--- config.mk ---
export PLATFORM = sky130hd
export DESIGN_NAME = ascii_count_streamer
export DESIGN_NICKNAME = d
export VERILOG_FILES = /design/src/rtl/ascii_pkg.sv /design/src/rtl/ascii_digit_sync.sv /design/src/rtl/ascii_count_streamer.sv
export SDC_FILE = /design/constraint.sdc
export NUM_CORES = 1
export LEC_CHECK = 0
export ABC_AREA = 1
export ABC_CLOCK_PERIOD_IN_PS = 1900
export CAP_MARGIN = 20
export CORE_MARGIN = 2
export CORE_UTILIZATION = 47
export CTS_CLUSTER_SIZE = 30
export DETAILED_ROUTE_END_ITERATION = 6
export PLACE_DENSITY_LB_ADDON = 0.3
export REMOVE_ABC_BUFFERS = 1
export SLEW_MARGIN = 10
export SYNTH_ARGS = -nofsm -noshare
export SYNTH_HDL_FRONTEND = slang
export SYNTH_SLANG_ARGS = --single-unit
--- constraint.sdc ---
create_clock -name clk -period 1.9 [get_ports clk]
set_input_delay 0.57 -clock clk [delete_from_list [all_inputs] [get_ports clk]]
set_output_delay 0.57 -clock clk [all_outputs]
set_load 0.02 [all_outputs]
--- src/rtl/ascii_pkg.sv ---
// rtl/ascii_pkg.sv - shared ASCII constants and stream state type for the counter streamer
package ascii_pkg;

  localparam logic [7:0] ASCII_ZERO = 8'h30;
  localparam logic [7:0] ASCII_NINE = 8'h39;
  localparam logic [7:0] ASCII_CR   = 8'h0D;
  localparam logic [7:0] ASCII_LF   = 8'h0A;

  typedef enum logic [1:0] {
    ST_IDLE,
    ST_SEND,
    ST_CR,
    ST_LF
  } stream_state_e;

endpackage

--- src/rtl/ascii_digit_sync.sv ---
// rtl/ascii_digit_sync.sv - one clocked ASCII decimal digit with combinational carry out
module ascii_digit_sync
  import ascii_pkg::*;
(
  input  logic       clk,
  input  logic       rst_n,
  input  logic       clear,
  input  logic       inc,
  output logic [7:0] value,
  output logic       carry
);

  always_ff @(posedge clk or negedge rst_n) begin
    if (!rst_n) begin
      value <= ASCII_ZERO;
    end else if (clear) begin
      value <= ASCII_ZERO;
    end else if (inc) begin
      value <= (value == ASCII_NINE) ? ASCII_ZERO : value + 8'd1;
    end
  end

  assign carry = inc & (value == ASCII_NINE);

endmodule

--- src/rtl/ascii_count_streamer.sv ---
// rtl/ascii_count_streamer.sv - ASCII decimal counter that streams each new value as bytes
// Optional CR/LF frame trailer enabled by defining ASCII_STREAM_CRLF_EN.
module ascii_count_streamer
  import ascii_pkg::*;
#(
  parameter int NUM_DIGITS = 4
) (
  input  logic                    clk,
  input  logic                    rst_n,
  input  logic                    inc_req,
  input  logic                    clear,
  output logic                    inc_ack,
  output logic [7:0]              tx_data,
  output logic                    tx_valid,
  input  logic                    tx_ready,
  output logic                    busy,
  output logic                    overflow,
  output logic                    missed,
  output logic [8*NUM_DIGITS-1:0] digits
);

  localparam int IW = (NUM_DIGITS > 1) ? $clog2(NUM_DIGITS) : 1;
  localparam logic [IW-1:0] TOP_IDX = IW'(NUM_DIGITS - 1);

  stream_state_e       state_q, state_d;
  logic [IW-1:0]       idx_q, idx_d;
  logic                pending_q;
  logic                xfer;
  logic                frame_end;
  logic                restart;
  logic                accept;
  logic [NUM_DIGITS:0] inc_chain;

  assign xfer = (state_q != ST_IDLE) & tx_ready;
`ifdef ASCII_STREAM_CRLF_EN
  assign frame_end = xfer & (state_q == ST_LF);
`else
  assign frame_end = xfer & (state_q == ST_SEND) & (idx_q == '0);
`endif
  assign restart   = pending_q | inc_req;
  assign accept    = !clear & (((state_q == ST_IDLE) & inc_req) | (frame_end & restart));
  assign inc_chain[0] = accept;

  // Carry ripples combinationally so the whole counter advances on the accepting edge.
  for (genvar g = 0; g < NUM_DIGITS; g++) begin : g_digit
    ascii_digit_sync u_digit (
      .clk   (clk),
      .rst_n (rst_n),
      .clear (clear),
      .inc   (inc_chain[g]),
      .value (digits[8*g +: 8]),
      .carry (inc_chain[g+1])
    );
  end

  always_comb begin
    state_d = state_q;
    idx_d   = idx_q;
    if (clear) begin
      state_d = ST_IDLE;
      idx_d   = TOP_IDX;
    end else if (accept) begin
      state_d = ST_SEND;
      idx_d   = TOP_IDX;
    end else if (frame_end) begin
      state_d = ST_IDLE;
      idx_d   = TOP_IDX;
    end else if (xfer) begin
      case (state_q)
        ST_SEND: begin
          if (idx_q != '0) idx_d = idx_q - IW'(1);
`ifdef ASCII_STREAM_CRLF_EN
          else state_d = ST_CR;
`endif
        end
`ifdef ASCII_STREAM_CRLF_EN
        ST_CR:   state_d = ST_LF;
`endif
        default: ;
      endcase
    end
  end

  always_comb begin
    tx_data = digits[{idx_q, 3'b000} +: 8];
`ifdef ASCII_STREAM_CRLF_EN
    if (state_q == ST_CR) tx_data = ASCII_CR;
    if (state_q == ST_LF) tx_data = ASCII_LF;
`endif
  end

  assign tx_valid = (state_q != ST_IDLE);
  assign busy     = (state_q != ST_IDLE);

  always_ff @(posedge clk or negedge rst_n) begin
    if (!rst_n) begin
      state_q   <= ST_IDLE;
      idx_q     <= TOP_IDX;
      inc_ack   <= 1'b0;
      pending_q <= 1'b0;
      missed    <= 1'b0;
      overflow  <= 1'b0;
    end else begin
      state_q <= state_d;
      idx_q   <= idx_d;
      inc_ack <= accept;
      if (clear) begin
        pending_q <= 1'b0;
        missed    <= 1'b0;
        overflow  <= 1'b0;
      end else begin
        if (inc_chain[NUM_DIGITS]) overflow <= 1'b1;
        // At frame end a held pending is consumed and a coincident request takes its place.
        if (frame_end) begin
          pending_q <= pending_q & inc_req;
        end else if ((state_q != ST_IDLE) && inc_req) begin
          if (pending_q) missed <= 1'b1;
          else pending_q <= 1'b1;
        end
      end
    end
  end

endmodule

After elaboration in Yosys (flattened, before gate mapping)

Cells that the tools add are included.

Add/sub/neg operators: 5
Equality and inequality tests: 6
Shift operators: 1
Muxes and demuxes: 30
Bitwise operators: 13
Reduce and logical (&&, ||, !) cells: 20

Operators by type and width:

| kind                                                 | number |
|---|---|
| two-way mux 8 bit                                    | 12 |
| adder 8 x 1 -> 8 bit (second input constant)         | 4 |
| equality test 8 x 6 -> 1 bit (second input constant) | 4 |
| variable part select 32 x 6 -> 8 bit                 | 1 |
| two-way mux 2 bit                                    | 9 |
| nonzero test 2 bit                                   | 9 |
| nonzero test 4 bit                                   | 3 |
| bitwise AND 1 bit                                    | 11 |
| two-way mux 1 bit                                    | 9 |
| AND reduction 3 bit                                  | 2 |
| nonzero test 3 bit                                   | 2 |
| zero test 2 bit                                      | 2 |
| equality test 2 x 1 -> 1 bit (second input constant) | 1 |
| != test 2 bit (second input constant)                | 1 |
| OR 1 bit                                             | 2 |
| subtractor 2 x 1 -> 2 bit (second input constant)    | 1 |
| logical AND 1 bit                                    | 1 |
| zero test 1 bit                                      | 1 |

Flip-flop bits (word level): 40
Word-level logic and storage cells: 85

Logic depth before layout (Yosys ltp)

Depth after elaboration: 13
Mapped depth: 12
Gate-level depth less buffers: 10

Cells and area by module

From an unflattened synthesis, not the netlist that was laid out.

Cells, all modules: 368
Area total of the unflattened synthesis: 2662.6 um^2

By module, submodules not included:

| module               | instances | cells an instance | area an instance (um^2) |
|---|---|---|---|
| ascii_digit_sync     | 4         | 68                | 510.5 |
| ascii_count_streamer | 1         | 96                | 620.6 |

Least setup slack after synthesis

No wires, ideal clock.

Path kind: register to output
Start point: register idx_q[0]
End point: output port tx_data[4]
Data arrival time: 1336 ps
Required time: 1330 ps
Slack: -6 ps
Stages on the path, launching flop included: 4
Buffers on the path: 1
Cell sequence: dfstp_2 -> clkbuf_1 -> nor2_1 -> o21ai_0

Longest elaborated chain between the ends: 1

RTL lines:

| element                              | line                        | text |
|---|---|---|
| start: declaration                   | ascii_count_streamer.sv:26  | `logic [IW-1:0] idx_q, idx_d;` |
| start signal: assignment             | ascii_count_streamer.sv:105 | `idx_q <= idx_d;` |
| variable part select 32 x 6 -> 8 bit | ascii_count_streamer.sv:85  | `tx_data = digits[{idx_q, 3'b000} +: 8];` |
| end: declaration                     | ascii_count_streamer.sv:13  | `output logic [7:0] tx_data,` |

No other way between the ends.

Worst setup path in the final report

Start point: register idx_q[0]
End point: output port tx_data[3]

The elaborated chain is that of the path after synthesis.

==> results.py <==
metrics = {
    "finish": {
        "area_delta_synth_final_pct": 49.88,
        "fin_nets": 464,
        "final_area_um2": 3786,
        "diodes": 0,
        "final_layout_size_suffix_gt1_frac": 0.3318,
        "fin_cells": 519,
        "fillers": 421,
    },
    "global_routing": {
        "grt_max_degree": 40,
        "grt_pass1_vias": 2482,
        "antenna_found_initial": 0,
        "globalRouteOverflowTotal": 0,
        "grt_pass1_wl_um": 11920,
        "grt_use_total": 0.2513,
    },
    "sta": {
        "drv_slew": 0,
        "final-hold-violation-count": 0,
        "fin_crit_ns": 2.136,
        "fin_skew_ns": 0.009710,
        "setup_viol": 25,
        "grt_setup_unrepaired": "yes",
        "worstMarginPinSlew_ns": 0.5046,
        "setup_ws_ns": -0.2360,
        "slew_headroom": 0.6636,
        "fin_crit_sh": 1.124,
        "fmax_mhz": 468.2,
    },
    "setup_path": {
        "worstPathMaxFanout": 10,
        "crit_type": "register to output pin",
        "worstSetupStartpointType": "register",
        "worstPathRequired_ns": 1.33,
        "end_kind": "output pin",
        "crit_arrival_ns": 1.57,
    },
    "yosys": {
        "synth_edf_count": 0,
        "synth_area_per_cell_um2": 7.518,
        "synth_top_area_frac": 0.2873,
        "ys_seq_area_frac": 0.3913,
        "syn_area_um2": 2526,
        "synthTopCellsByCount": "71 x nand2_1, 33 x nor2_1, 32 x inv_1",
        "synth_top_cells_by_area": "dfrtp_1 29%, nand2_1 11%, dfstp_2 10%, nand3_1 6.1%, o21ai_0 5.5%",
        "synth.most_common_cell": "nand2_1",
        "synthCells": 336,
        "synth_seq_cells": 39,
        "ys_async_sr_fraction": 1.000,
        "synth_largest_area_cell": "dfrtp_1",
        "yosysWarnings": 0,
        "ys.flop_type": "dfrtp_1",
        "synth.distinct_cells": 36,
    },
    "pwr": {
        "vdd_ir_drop_max_v": 0.0005304,
        "p_per_area_nw_per_um2": 605.0,
        "intPower_mw": 1.487,
        "p_sw_frac": 0.3509,
        "leakage_nw": 1.841,
        "power_frac_clock": 0.237,
        "power_frac_seq": 0.404,
        "p_switching_mw": 0.8038,
        "combinationalPowerShare": 0.359,
    },
    "clock_tree": {
        "ctsHtreeMaxLevel": 2,
        "cts_tree": "done",
        "clockBufferDepth": 2,
        "clock_latency_ns": 0.30,
        "clkSlewWorstSetupHoldPaths_ns": 0.08,
        "ctsHoldBuffers": 0,
        "cts.sinks": 39,
        "cts_root_buf": "clkbuf_8",
        "cts_buffers": 5,
    },
    "route": {
        "drcViolationCount": 0,
        "via_per_inst": 5.347,
        "wl_per_cell_um": 15.38,
        "first_iter_violations": 158,
        "drt_wl_total_um": 7983,
        "first_pass_iters": 5,
        "vias": 2775,
        "ant_nets": 0,
    },
    "floorplanning": {
        "coreArea_um2": 5140,
        "die_width_um": 77.32,
        "die_area_um2": 5978,
        "initial_core_util": 0.4915,
        "ioPinCount": 50,
        "die_y_um": 77.32,
        "num_rows": 26,
    },
    "run": {
        "maxCapViolations": 0,
    },
    "place": {
        "numPortBuffers": 49,
        "place_hpwl_um": 5320,
        "post_dp_cell_area_um2": 3457,
        "gp_congestion": 0.8643,
        "dp.cells": 499,
    },
    "status": {
        "status": "finished with violations",
        "violations": "setup timing",
    },
    "hold_path": {
        "hp-class": "input pin to asynchronous set/reset pin",
    },
}
-- worst max-delay path, stage by stage, from the launching register on --
cell,delay (ns)
dfstp_2,0.58
inv_4,0.08
o21ai_1,0.20
a21oi_1,0.08
a21oi_1,0.16
buf_4,0.17
-- per-stage QoR --
stage / setup TNS [ns] / worst slack (ns) / total power [mW] / util / hold slack (ns)
floorplan: -1.622 / -0.1180 / 1.263 / - / 0.2744
global placement: -6.669 / -0.3212 / 1.599 / 0.6726 / 0.4869
detailed placement: -8.181 / -0.3947 / 1.616 / 0.6726 / 0.4969
CTS: -1.156 / -0.1910 / 2.169 / 0.6960 / 0.3448
global route: -5.332 / -0.2892 / 2.378 / 0.7366 / 0.3650
finish: -2.376 / -0.2360 / 2.291 / 0.7366 / 0.3259
-- cell type report --
| cell class | count | area (µm²) | share of cell area |
|---|---|---|---|
| Multi-Input combinational cell | 251 | 1504 | 0.3972 |
| Timing Repair Buffer | 118 | 992.2 | 0.2621 |
| Sequential cell | 39 | 988.4 | 0.2611 |
| Inverter | 35 | 141.4 | 0.03734 |
| Tap cell | 70 | 87.58 | 0.02313 |
| Clock buffer | 6 | 72.57 | 0.01917 |
-- path summary, 6_finish.rpt --
path | slack [ns] | to | startpoint | cells past startpoint
min in group clk | 0.52 | missed$_DFFE_PN0P_ | missed$_DFFE_PN0P_ | 2
max in group asynchronous | 1.20 | g_digit[0].u_digit.value[5]$_DFFE_PN1P_ | rst_n | 2
worst max-delay path | -0.24 | tx_data[3] | idx_q[0]$_DFFE_PN1P_ | 5
worst max register to register | -0.13 | g_digit[1].u_digit.value[5]$_DFFE_PN1P_ | idx_q[0]$_DFFE_PN1P_ | 13
worst min-delay path | 0.33 | g_digit[2].u_digit.value[0]$_DFFE_PN0P_ | rst_n | 2
worst min register to register | 0.52 | missed$_DFFE_PN0P_ | missed$_DFFE_PN0P_ | 2
-- power by group through the flow --
stage,combinational [mW],clock [mW],sequential [mW]
6_report,0.822,0.542,0.927
3_5_place_dp,0.687,0,0.930
3_3_place_gp,0.671,0,0.928
5_1_grt,0.878,0.568,0.932
4_1_cts,0.722,0.526,0.921
2_1_floorplan,0.264,0,0.999
-- flip-flops by register name (all words and copies together) (netlist names) --
signal,flops
g_digit.u_digit.value,32
idx_q,2
inc_ack,1
missed,1
overflow,1
pending_q,1
state_q,1
-- kinds of logic after synthesis --
logic type                 Yosys count  synth area share
and+or+nand+nor                    165            0.3061
buffers and inverters               47           0.07776
xor gates and xnor gates            13           0.04507
DFF                                 39            0.3913
AOI/OAI and AO/OA                   63            0.1352
adders and majority gates            9           0.04458
-- repair_timing --
item,CTS,global route
pin swaps,6,10
endpoints found under the setup margin,66,47
gates cloned,0,1
setup buffers,7,6
resized for setup,103,50
-- layout by cell type, fill, tap and decap left out, drive strengths merged, types with 2 or more instances in the layout --
master and count:
buf 78, nand2 74, nor2 37, nand3 36, inv 35, o21ai 33, dfrtp 29, dlygate4sd2 29
a21oi 18, dfstp 10, nor3 9, ha 9, nand4 7, xor2 7, o22ai 7, xnor2 6
clkdlybuf4s50 6, clkbuf 6, clkdlybuf4s15 5, or2 2
-- metal layers --
metal,vias to the layer above,track usage,part of all wire
met3,17,0.04000,0.060
li1,1340,-,-
met4,0,0.07857,0.019
met2,106,0.4270,0.51
met5,-,0,0
met1,1312,0.3278,0.41
Note: power is estimated with default switching activity, not from simulation.
